<file path="src/rtl/lsu_ctrl.sv">
// Load/store unit controller: captures one execute-stage memory op, runs a
// req/gnt/rvalid handshake on the data bus, and formats store data and load writeback.
module lsu_ctrl #(
    parameter int unsigned WAIT_MAX = 16
) (
    input  logic        clk_in,
    input  logic        rst_in,

    input  logic        valid_in,
    input  logic        mem_rd_in,
    input  logic        mem_wr_in,
    input  logic [31:0] addr_in,
    input  logic [31:0] wdata_in,
    input  logic [1:0]  load_size_in,
    input  logic        load_unsigned_in,
    input  logic [4:0]  rd_addr_in,

    output logic        dmem_req_o,
    output logic        dmem_we_o,
    output logic [31:0] dmem_addr_o,
    output logic [3:0]  dmem_be_o,
    output logic [31:0] dmem_wdata_o,
    input  logic        dmem_gnt_in,
    input  logic        dmem_rvalid_in,
    input  logic [31:0] dmem_rdata_in,

    output logic        stall_o,

    output logic        wb_valid_o,
    output logic [4:0]  wb_rd_addr_o,
    output logic [31:0] wb_data_o,

    output logic        misalign_o,
    output logic        err_o
);

    typedef enum logic [1:0] {
        StIdle,
        StReq,
        StWait,
        StDone
    } state_e;

    localparam logic [7:0] WaitLast = 8'(WAIT_MAX - 1);

    state_e      state_q, state_d;
    logic [7:0]  wait_cnt_q, wait_cnt_d;

    logic [31:0] addr_q;
    logic        we_q;
    logic [3:0]  be_q;
    logic [31:0] wdata_q;
    logic [1:0]  size_q;
    logic        unsigned_q;
    logic [4:0]  rd_q;

    logic        wb_valid_q;
    logic [4:0]  wb_rd_q;
    logic [31:0] wb_data_q;
    logic        misalign_q;
    logic        err_q;

    logic        is_op;
    logic        aligned;
    logic        accept;
    logic        bad_op;
    logic [3:0]  be_new;
    logic [31:0] wdata_new;
    logic [31:0] rdata_shifted;
    logic [31:0] load_val;
    logic        rsp_ok;
    logic        timeout;

    // Operand decode for the op presented in IDLE
    always_comb begin
        is_op = mem_rd_in | mem_wr_in;
        case (load_size_in)
            2'b00:   aligned = 1'b1;
            2'b01:   aligned = ~addr_in[0];
            2'b10:   aligned = (addr_in[1:0] == 2'b00);
            default: aligned = 1'b0;
        endcase
        accept = (state_q == StIdle) & valid_in & is_op & aligned;
        bad_op = (state_q == StIdle) & valid_in & is_op & ~aligned;
    end

    always_comb begin
        be_new    = 4'b1111;
        wdata_new = wdata_in;
        case (load_size_in)
            2'b00: begin
                be_new    = 4'b0001 << addr_in[1:0];
                wdata_new = {4{wdata_in[7:0]}};
            end
            2'b01: begin
                be_new    = 4'b0011 << addr_in[1:0];
                wdata_new = {2{wdata_in[15:0]}};
            end
            default: begin
                be_new    = 4'b1111;
                wdata_new = wdata_in;
            end
        endcase
    end

    // Align the addressed lane down to bit 0, then extend to 32 bits
    always_comb begin
        rdata_shifted = dmem_rdata_in >> {addr_q[1:0], 3'b000};
        case (size_q)
            2'b00:   load_val = {{24{~unsigned_q & rdata_shifted[7]}}, rdata_shifted[7:0]};
            2'b01:   load_val = {{16{~unsigned_q & rdata_shifted[15]}}, rdata_shifted[15:0]};
            default: load_val = rdata_shifted;
        endcase
    end

    always_comb begin
        state_d    = state_q;
        wait_cnt_d = wait_cnt_q;
        rsp_ok     = 1'b0;
        timeout    = 1'b0;
        case (state_q)
            StIdle: begin
                if (accept) begin
                    state_d = StReq;
                end
            end
            StReq: begin
                if (dmem_gnt_in) begin
                    state_d    = we_q ? StDone : StWait;
                    wait_cnt_d = 8'd0;
                end
            end
            StWait: begin
                if (dmem_rvalid_in) begin
                    rsp_ok  = 1'b1;
                    state_d = StDone;
                end else if (wait_cnt_q == WaitLast) begin
                    timeout = 1'b1;
                    state_d = StDone;
                end else begin
                    wait_cnt_d = wait_cnt_q + 8'd1;
                end
            end
            StDone: begin
                state_d = StIdle;
            end
            default: begin
                state_d = StIdle;
            end
        endcase
    end

    always_ff @(posedge clk_in or posedge rst_in) begin
        if (rst_in) begin
            state_q    <= StIdle;
            wait_cnt_q <= 8'd0;
        end else begin
            state_q    <= state_d;
            wait_cnt_q <= wait_cnt_d;
        end
    end

    // Request fields are frozen at acceptance so the bus sees stable values until grant
    always_ff @(posedge clk_in or posedge rst_in) begin
        if (rst_in) begin
            addr_q     <= 32'd0;
            we_q       <= 1'b0;
            be_q       <= 4'b0000;
            wdata_q    <= 32'd0;
            size_q     <= 2'b00;
            unsigned_q <= 1'b0;
            rd_q       <= 5'd0;
        end else if (accept) begin
            addr_q     <= addr_in;
            we_q       <= mem_wr_in;
            be_q       <= be_new;
            wdata_q    <= wdata_new;
            size_q     <= load_size_in;
            unsigned_q <= load_unsigned_in;
            rd_q       <= rd_addr_in;
        end
    end

    always_ff @(posedge clk_in or posedge rst_in) begin
        if (rst_in) begin
            wb_valid_q <= 1'b0;
            wb_rd_q    <= 5'd0;
            wb_data_q  <= 32'd0;
            misalign_q <= 1'b0;
            err_q      <= 1'b0;
        end else begin
            wb_valid_q <= rsp_ok & (rd_q != 5'd0);
            misalign_q <= bad_op;
            err_q      <= timeout;
            if (rsp_ok) begin
                wb_rd_q   <= rd_q;
                wb_data_q <= load_val;
            end
        end
    end

    assign dmem_req_o   = (state_q == StReq);
    assign dmem_we_o    = we_q;
    assign dmem_addr_o  = {addr_q[31:2], 2'b00};
    assign dmem_be_o    = be_q;
    assign dmem_wdata_o = wdata_q;

    assign stall_o      = (state_q == StReq) | (state_q == StWait) | accept;

    assign wb_valid_o   = wb_valid_q;
    assign wb_rd_addr_o = wb_rd_q;
    assign wb_data_o    = wb_data_q;
    assign misalign_o   = misalign_q;
    assign err_o        = err_q;

endmodule

</file>
<file path="config.mk">
export PLATFORM = sky130hd
export DESIGN_NAME = lsu_ctrl
export DESIGN_NICKNAME = d
export VERILOG_FILES = /design/src/rtl/lsu_ctrl.sv
export SDC_FILE = /design/constraint.sdc
export NUM_CORES = 1
export LEC_CHECK = 0
export ABC_AREA = 1
export CAP_MARGIN = 30
export CORE_UTILIZATION = 46
export DETAILED_ROUTE_END_ITERATION = 16
export PLACE_DENSITY = 0.87
export SETUP_SLACK_MARGIN = 0.2
export SLEW_MARGIN = 20
export SYNTH_ARGS = -nofsm -noshare
export SYNTH_HDL_FRONTEND = slang
export SYNTH_SLANG_ARGS = --single-unit
export TNS_END_PERCENT = 50
</file>
<file path="constraint.sdc">
create_clock -name clk_in -period 5.6 [get_ports clk_in]
set_clock_uncertainty 0.15 [all_clocks]
set_input_delay 0.56 -clock clk_in [delete_from_list [all_inputs] [get_ports clk_in]]
set_output_delay 0.56 -clock clk_in [all_outputs]
set_load 0.05 [all_outputs]
</file>
[After elaboration in Yosys (flattened, before gate mapping)]
Index checks and enable logic that the tools add are counted.
Word-level totals
  logic and storage cells: 70
  output and inout port bits: 111
  input bits: 111
  register bits after elaboration: 127
Cells by class
  reduce and logical (&&, ||, !) cells: 8
  bitwise operators: 13
  muxes and demuxes: 19
  shift-type cells: 3
  equality and inequality tests: 12
  $add $sub $neg: 1
Operators with widths (number)
  one-hot mux 32 bit (2 select lines): 2
  right shift 32 x 5 -> 32 bit: 1
  2-to-1 mux 8 bit: 3
  one-hot mux 8 bit (2 select lines): 1
  adder 8 x 1 -> 8 bit, second input constant: 1
  equality test 8 x 4 -> 1 bit, second input constant: 1
  logical NOT 2 bit: 4
  2-to-1 mux 2 bit: 4
  one-hot mux 2 bit (4 select lines): 1
  one-hot mux 4 bit (2 select lines): 1
  AND 1 bit: 7
  equality test 2 x 1 -> 1 bit, second input constant: 3
  equality test 2 bit, second input constant: 3
  2-to-1 mux 1 bit: 6
  != test 2 bit, second input constant: 3
  nonzero test 5 bit: 1
  AND reduction 4 bit: 1
  left shift 1 x 2 -> 4 bit, first input constant: 1
  left shift 2 x 2 -> 4 bit, first input constant: 1
  != test 3 bit, second input constant: 1
  NOT 1 bit: 3
  bitwise OR 1 bit: 3
  one-hot mux 1 bit (3 select lines): 1
  AND reduction 3 bit: 1
  other kinds (2): 2

[Logic depth before layout (Yosys ltp)]
Gate-level depths: netlist of run 1.
  depth after elaboration: 6
  mapped depth: 10
  depth with buffers taken out: 9

[Worst setup path after synthesis of run 1]
No wires, ideal clock.
  path kind: flip-flop to output port
  from: register state_q[0]
  to: output stall_o
  buffers on the path: 1
  arrival: 1581 ps
  cell stages (with the launch flop): 9
  slack: 3309 ps
  path through: dfrtp_1 -> inv_1 -> ha_1 -> nand2_1 -> nor2_1 -> nand2_4 -> inv_2 -> buf_6 -> or2_1
Between the ends
  longest elaborated chain between the ends: 5
RTL lines
  start, declared: RTL line 46  | state_e state_q, state_d;
  start signal, assigned: RTL line 155  | state_q <= StIdle;
  start signal, assigned: RTL line 158  | state_q <= state_d;
  logical NOT 2 bit: RTL line 83  | accept = (state_q == StIdle) & valid_in & is_op & aligned;
  AND 1 bit (3 in a row): RTL line 83
  bitwise OR 1 bit (*): RTL line 208  | assign stall_o = (state_q == StReq) | (state_q == StWait) | accept;
  end, declared: RTL line 27  | output logic stall_o,
Every way passes the cells marked *; elsewhere a longest branch is shown, timed or not.

[Worst setup path in the final report of run 1]
  from: input load_size_in[1]
  to: output stall_o
Between the ends
  longest elaborated chain between the ends: 4
RTL lines
  start, declared: RTL line 14  | input logic [1:0] load_size_in,
  equality test 2 bit, or another cell as far along: RTL line 77  | case (load_size_in)
  one-hot mux 1 bit (3 select lines) (*): RTL line 77
  AND 1 bit (*): RTL line 83
  bitwise OR 1 bit (*): RTL line 208
Marked as above.

==> impl_metrics.toml, run 1 <==
[drt]
detail_route.wl_per_cell_um = 14.8
drt_iter0_drc = 554
via_per_inst = 5.11
drc = 0
antenna_left = 0
vias = 6098
drt_pass1_iterations = 8
routed_wl_um = 17700

[logic_synthesis]
async_reset_ff_frac = 1.00
ys_ff_latch = 127
avgSynthCellArea_um2 = 7.69
yosys_most_used_dff = "dfrtp_1"
yosysUniqueCellTypes = 30
yosys_warnings = 0
synth.cell_area_mm2 = 0.00640
synth-edff-count = 0
ys_seq_area_frac = 0.497
postSynthCellCount = 832

[cts]
post_cts_buffers = 0
cts-root-buf = "clkbuf_16"
cts_sinks = 127
h-tree-depth = 4
cts_buffers = 17
worst_skew_pair.late_latency_ns = 0.41
clk_pin_slew_worst_paths_ns = 0.05
clock_path_buffers = 2
cts_tree = "done"
hold_buffers = 0
cts_resized = 0

[worst_setup_path]
crit_type = "in2out"
crit_fanout = 81
cpPeakStageDelay_ns = 0.60
cp_cell_sequence = "clkdlybuf4s50_1 > buf_4 > inv_1 > nand2_1 > nand2_1 > nand2_4 > inv_2 > or2_1 > buf_12"
arrival_ns = 2.87
critPathSlowestCell = "nand2_4"
cp_common_cell = "nand2_1"
required_ns = 4.89
cp-end-kind = "primary output"
setup.worst_path.start_class = "input port"

[sta]
slew_violations = 0
post-route-period-util = 0.640
finalHoldViolCount = 0
rsz0062_at_grt = "no"
min_period_ns = 3.58
timing.slew.headroom = 0.459
fmax_ghz = 0.279
tightest_slew_ns = 0.812
finalSetupTns_ns = 0
finalSetupViolCount = 0

[global_routing]
met1_usage = 0.310
grt_pass1_vias = 5889
grt_use_met2 = 0.432
grt_pass1_wl_um = 29000
groute.usage.overall = 0.258
busiest_layer = "met2"
grt_overflow = 0
grt_use_met3 = 0.0756
antenna_found_initial = 0
grt_max_degree = 82

[final_layout]
final_cell_mix = "nand2_1, clkdlybuf4s50_1, dfrtp_1"
final_util = 0.668
drive_gt1_frac = 0.0511
synthToLayoutAreaGrowth_pct = 40.0
final_nets = 1122
layout_commonest_cell = "nand2_1"
antenna_cells = 0

[floorplanning]
die_h_um = 120
dieArea_mm2 = 0.0144
fp.dieW_um = 120
pin_count = 222
num_rows = 42
core-area_mm2 = 0.0134
initial_core_util = 0.477

[outcome]
status = "completed"

[pwr]
p_per_area_mw_per_mm2 = 680
irDropWorstVdd_v = 0.000394
total_leakage_power_uw = 0.00435
total_power_uw = 6090

[worst_hold_path]
hold_path.class = "in2async"

[placement]
dp_hpwl_um = 12400
gp_congestion = 0.844
portBuffers = 219

[flow_run]
maxCapViolations = 0
-- critical path, delay by kind of cell --
kind,cells,cell delay [ns]
buf+inv,5,1.21
simple gates,4,1.09
-- flip-flops by register name (all words and copies together), names as in the netlist, 2 cells and up --
signal,flops
dmem_be_o,4
rd_q,5
wait_cnt_q,8
state_q,2
wb_rd_addr_o,5
size_q,2
dmem_wdata_o,32
addr_q,32
wb_data_o,32
-- layout make-up --
type	instances	area [µm²]
tap	176	220
sequential	127	3180
inverter	51	194
clock buffer	24	482
multi-input combinational	584	2550
fill	1113	4440
clock inverter	7	85.1
timing repair buffer	225	2250
-- Yosys cell counts (3+ instances only) --
cell      count  area [µm²]
nand4_1       4        25.0
buf_2        15        75.1
buf_4        38         285
inv_1        46         173
dfrtp_1     127        3180
o211ai_1      7        52.6
nor3_1        3        15.0
ha_1          5        62.6
or2_2         8        50.1
buf_6         7        78.8
nor2_1       45         169
nand2_1     344        1290
o21ai_1       5        25.0
clkbuf_1     10        37.5
a21oi_1      33         165
inv_2         4        15.0
o21a_1        4        30.0
nand3_1      74         370
o21ai_0      38         190
-- worst paths after layout --
kind	from	to	slack (ns)	depth (start not counted)
min reg2reg	dmem_wdata_o[3]	dmem_wdata_o[3]	0.32	2
min in group clk_in	dmem_wdata_o[3]	dmem_wdata_o[3]	0.32	2
max reg2reg	state_q[0]	dmem_wdata_o[12]	2.71	9
max in group asynchronous	rst_in	addr_q[28]	4.02	3
min	rst_in	addr_q[31]	0.28	2
max	load_size_in[1]	stall_o	2.02	9
-- cells by family after synthesis --
group / Yosys count / synth area share
compound gates: 89 / 0.0747
xor+xnor: 2 / 0.00274
fa+ha+maj: 5 / 0.00978
buf+inv: 122 / 0.105
flops: 127 / 0.497
other cells: 1 / 0.000586
simple gates: 486 / 0.310
-- through the flow --
step                instance area, µm²  setup slack, ns  hold slack, ns  cells
global route                      8960             1.77           0.300   1194
floorplan                         6400             1.51           0.300    833
global placement                  8390             2.05           0.311   1163
CTS                               8960             2.03           0.283   1194
detailed placement                8390             2.03           0.314   1163
finish                            8960             2.02           0.284   1194
-- per-layer routing --
metal / vias to the layer above / routed length, µm
met1: 2830 / 7220
met2: 288 / 8550
met4: 0 / 395
met3: 37 / 1510
li1: 2943 / -
met5: - / 0
-- where the power goes --
group | leakage (µW) | switching, µW | internal [µW]
Clock | 0.000284 | 380 | 683
Combinational | 0.00251 | 2310 | 1090
Sequential | 0.00156 | 283 | 1350
Total | 0.00435 | 2970 | 3120
Power figures use the tool's default switching activity.
==> run 2: changes to the inputs <==
--- a/config.mk
+++ b/config.mk
@@ -7,9 +7,9 @@
 export LEC_CHECK = 0
 export ABC_AREA = 1
 export CAP_MARGIN = 30
-export CORE_UTILIZATION = 46
+export CORE_UTILIZATION = 41
 export DETAILED_ROUTE_END_ITERATION = 16
-export PLACE_DENSITY = 0.87
+export PLACE_DENSITY = 0.83
 export SETUP_SLACK_MARGIN = 0.2
 export SLEW_MARGIN = 20
 export SYNTH_ARGS = -nofsm -noshare
==> constraint.sdc (replaced) <==
create_clock -name clk_in -period 3.05 [get_ports clk_in]
set_clock_uncertainty 0.15 [all_clocks]
set_input_delay 0.305 -clock clk_in [delete_from_list [all_inputs] [get_ports clk_in]]
set_output_delay 0.305 -clock clk_in [all_outputs]
set_load 0.05 [all_outputs]
==> run 2 against run 1 <==
Effect of this change: via count decreased by 0.41%; highest routed layer unchanged; largest cell class unchanged; hold slack lost 0.0016 ns; non-clock buffer count grew 4; final cell count increased by 1.3%; critical path type is now reg2out.
==> impl_metrics.toml, run 2 (synthesis results as in run 1) <==
[outcome]
status = "completed"

[worst_setup_path]
reg2reg_from = "state_q[0]"
startpoint = "state_q[0]"
reg2reg_to = "dmem_wdata_o[14]"
reg2reg_slack_ns = 0.72
reg2reg_depth = 9
cp-endpoint = "stall_o"
crit_fanout = 31
cp-end-kind = "primary output"
required_ns = 2.59
setup.worst_path.start_class = "flip-flop"
arrival_ns = 2.18
crit_type = "reg2out"

[pwr]
seqPwrFrac = 0.265
irDropWorstVdd_v = 0.000638
p_switching_uw = 5440
p_per_area_mw_per_mm2 = 1230
power_frac_comb = 0.565
intPower_uw = 5680
total_leakage_power_uw = 0.00436
clock_power_share = 0.171
switching_share = 0.489

[final_layout]
drive_gt1_frac = 0.0548
multi_input_area_mm2 = 0.00255
final_nets = 1126
final_cells = 1210
final_cell_mix = "nand2_1, clkdlybuf4s50_1, dfrtp_1"
synthToLayoutAreaGrowth_pct = 40.8
regArea_mm2 = 0.00318
antenna_cells = 0
layout_commonest_cell = "nand2_1"
fill_cells = 1370

[cts]
post_cts_buffers = 0
cts_sinks = 127
cts_buffers = 17
clock_path_buffers = 2
cts-root-buf = "clkbuf_16"
hold_buffers = 0
clk_pin_slew_worst_paths_ns = 0.05
cts_tree = "done"
worst_skew_pair.late_latency_ns = 0.41
h-tree-depth = 4

[floorplanning]
fp.dieW_um = 127
core-area_mm2 = 0.0152
initial_core_util = 0.421
die_h_um = 127
num_rows = 45
dieArea_mm2 = 0.0161
pin_count = 222

[placement]
gp_congestion = 0.884
dp_cells = 1179
portBuffers = 219
dp_hpwl_um = 12300

[sta]
timing.slew.headroom = 0.536
slew_violations = 0
finalHoldViolCount = 0
post-route-period-util = 0.864
fmax_ghz = 0.380
rsz0062_at_grt = "no"
finalSetupViolCount = 0
tightest_slew_ns = 0.696
finalSetupTns_ns = 0
min_period_ns = 2.63

[drt]
routed_wl_um = 17400
detail_route.wl_per_cell_um = 14.4
drt_iter0_drc = 501
drt_pass1_iterations = 5
vias = 6073
drc = 0
via_per_inst = 5.02
antenna_left = 0

[global_routing]
grt_max_degree = 128
groute.usage.overall = 0.226
grt_pass1_vias = 5824
grt_pass1_wl_um = 28500
grt_overflow = 0
antenna_found_initial = 0

[worst_hold_path]
hold_path.class = "in2reg"

[flow_run]
maxCapViolations = 0
## run 2: changes by cell type in the layout (fill, tap and decap cells not counted)
cell,change
buf_12,+1
buf_4,+3
bufinv_16,-1
clkbuf_8,+1
clkinv_2,-1
clkinvlp_4,+2
inv_2,-1
## run 2: per-layer routing
layer / vias up / GRT usage / routed length [µm]
li1: 2941 / - / -
met4: 0 / 0.0931 / 449
met2: 266 / 0.369 / 8090
met5: - / 0 / 0
met3: 38 / 0.0666 / 1500
met1: 2828 / 0.280 / 7410
## run 2: worst min-delay path by stage
stage                     from              end  slack [ns]  cells past startpoint
6_report           addr_in[14]       addr_q[14]        0.28                      3
5_1_grt            addr_in[11]       addr_q[11]        0.29                      3
4_1_cts            addr_in[14]       addr_q[14]        0.27                      3
3_5_place_dp        addr_q[28]       addr_q[28]        0.31                      2
3_3_place_gp   dmem_wdata_o[7]  dmem_wdata_o[7]        0.31                      2
2_1_floorplan   dmem_rvalid_in            err_o        0.23                      1
## run 2: power by group through the flow
| stage | clock (µW) | sequential [µW] | combinational [µW] |
|---|---|---|---|
| 2_1_floorplan | 0 | 4570 | 2880 |
| 3_3_place_gp | 0 | 2960 | 6210 |
| 3_5_place_dp | 0 | 2950 | 6290 |
| 4_1_cts | 1930 | 2960 | 6310 |
| 5_1_grt | 2010 | 3050 | 6690 |
| 6_report | 1900 | 2950 | 6280 |
## run 2: area by class of cell
| type | instances | area share |
|---|---|---|
| flip-flops and latches | 127 | 0.353 |
| clock inverters | 6 | 0.00639 |
| inverters | 51 | 0.0220 |
| clock buffers | 25 | 0.0550 |
| multi-input cells | 584 | 0.283 |
| repair buffers | 229 | 0.254 |
| well taps | 188 | 0.0261 |
## run 2: repair_timing
action	4_1_cts	5_1_grt
endpoints found under the setup margin	0	1
hold endpoints to repair	0	0
resized for setup	0	1
## run 2: per-stage QoR
step	worst slack (ns)	hold WS [ns]	power, µW	utilization	instance area (µm²)
floorplan	1.01	0.226	7450	-	6400
global placement	0.536	0.311	9170	0.556	8450
detailed placement	0.501	0.314	9240	0.556	8450
CTS	0.349	0.265	11200	0.592	9000
global route	0.236	0.291	11800	0.592	9000
finish	0.416	0.282	11100	0.592	9000
## run 2: critical path, cell delays in order (launching register included)
cell	delay, ns
dfrtp_1	0.41
inv_1	0.13
ha_1	0.19
nand2_1	0.10
nor2_1	0.21
nand2_4	0.23
inv_4	0.20
or2_1	0.17
buf_12	0.14
==> run 3: changes to the inputs <==
--- a/config.mk
+++ b/config.mk
@@ -9,10 +9,12 @@
 export CAP_MARGIN = 30
 export CORE_UTILIZATION = 41
 export DETAILED_ROUTE_END_ITERATION = 16
+export HOLD_SLACK_MARGIN = 0.03
+export MAX_ROUTING_LAYER = met4
 export PLACE_DENSITY = 0.83
 export SETUP_SLACK_MARGIN = 0.2
 export SLEW_MARGIN = 20
 export SYNTH_ARGS = -nofsm -noshare
 export SYNTH_HDL_FRONTEND = slang
 export SYNTH_SLANG_ARGS = --single-unit
-export TNS_END_PERCENT = 50
+export TNS_END_PERCENT = 30
==> run 3 against run 2 <==
Effect of this change: sequential power is essentially flat; non-clock buffer count stayed put; design area is the same; combinational power hardly changed; power about the same; routed wire length grew 0.11%.
==> impl_metrics.toml, run 3 (synthesis results as in run 1) <==
[worst_setup_path]
setup.worst_path.start_class = "flip-flop"
crit_type = "reg2out"
arrival_ns = 2.18
cp-end-kind = "primary output"
required_ns = 2.59
crit_fanout = 31

[final_layout]
layout_commonest_cell = "nand2_1"
final_cell_mix = "nand2_1, clkdlybuf4s50_1, dfrtp_1"
antenna_cells = 0
drive_gt1_frac = 0.0548
final_nets = 1126
fill_cells = 1370
synthToLayoutAreaGrowth_pct = 40.8
final_util = 0.592
regArea_mm2 = 0.00318
multi_input_area_mm2 = 0.00255

[drt]
antenna_left = 0
drt_iter0_drc = 476
detail_route.wl_per_cell_um = 14.4
routed_wl_um = 17500
vias = 6056
via_per_inst = 5.00
drc = 0
drt_pass1_iterations = 5

[placement]
portBuffers = 219
dp_hpwl_um = 12300
gp_congestion = 0.899

[cts]
worst_skew_pair.late_latency_ns = 0.41
post_cts_buffers = 0
cts_sinks = 127
clk_pin_slew_worst_paths_ns = 0.05
hold_buffers = 0
cts_tree = "done"
clock_path_buffers = 2
cts_buffers = 17
cts-root-buf = "clkbuf_16"
h-tree-depth = 4

[sta]
hold_ws_ns = 0.281
post-route-period-util = 0.863
rsz0062_at_grt = "no"
min_period_ns = 2.63
finalSetupTns_ns = 0
finalHoldViolCount = 0
fmax_ghz = 0.380
slew_violations = 0
timing.slew.headroom = 0.532
finalSetupViolCount = 0
tightest_slew_ns = 0.702

[global_routing]
grt_overflow = 0
grt_pass1_vias = 5829
antenna_found_initial = 0
groute.usage.overall = 0.233
grt_pass1_wl_um = 28500
grt_max_degree = 128

[floorplanning]
num_rows = 45
core-area_mm2 = 0.0152
die_h_um = 127
dieArea_mm2 = 0.0161
initial_core_util = 0.421
pin_count = 222
fp.dieW_um = 127

[outcome]
status = "completed"

[pwr]
irDropWorstVdd_v = 0.000637
total_power_uw = 11100
total_leakage_power_uw = 0.00436
p_per_area_mw_per_mm2 = 1240

[flow_run]
maxCapViolations = 0

[worst_hold_path]
hold_path.class = "in2async"
[run 3: cell counts in the layout (fill, tap and decap cells not counted)]
Identical to the previous run, type by type.
[run 3: repair_timing]
item	CTS	global route
endpoints found under the setup margin	0	1
gates resized for setup	0	1
hold endpoints to repair	0	0
[run 3: report_power, final]
part	internal, µW	leakage [µW]	switching, µW
Clock	1200	0.000273	699
Combinational	2010	0.00253	4270
Sequential	2470	0.00156	475
Total	5680	0.00436	5440
[run 3: area by class of cell]
class                      count  share of cell area
timing repair buffer         229               0.254
tap                          188              0.0261
inverter                      51              0.0220
sequential                   127               0.353
clock inverter                 6             0.00639
clock buffer                  25              0.0550
multi-input combinational    584               0.283
[run 3: critical path: stages (launching register included)]
cell and delay (ns):
dfrtp_1 0.41, inv_1 0.13, ha_1 0.19, nand2_1 0.10
nor2_1 0.21, nand2_4 0.22, inv_4 0.20, or2_1 0.17
buf_12 0.14
[run 3: final timing paths]
path	start	endpoint	slack [ns]	depth (start not counted)
setup / recovery	state_q[0]	stall_o	0.42	8
hold / removal	rst_in	wait_cnt_q[1]	0.28	3
setup reg to reg	state_q[0]	dmem_wdata_o[14]	0.72	9
hold reg to reg	addr_q[28]	addr_q[28]	0.33	2
max in group asynchronous	rst_in	wb_data_o[21]	1.93	3
min in group clk_in	addr_in[14]	addr_q[14]	0.28	3
[run 3: per-layer routing]
| layer | vias to the layer above | global-route usage | wire length (µm) |
|---|---|---|---|
| li1 | 2945 | - | - |
| met1 | 2824 | 0.286 | 7400 |
| met2 | 251 | 0.368 | 8300 |
| met3 | 36 | 0.0603 | 1350 |
| met4 | 0 | 0.0931 | 415 |
| met5 | - | - | 0 |
[run 3: per-stage QoR]
| stage | instances | instance area (µm²) | setup WS [ns] |
|---|---|---|---|
| after floorplan | 833 | 6400 | 1.01 |
| after global placement | 1179 | 8450 | 0.536 |
| after detailed placement | 1179 | 8450 | 0.501 |
| after CTS | 1210 | 9000 | 0.349 |
| after global routing | 1210 | 9000 | 0.236 |
| final | 1210 | 9000 | 0.418 |
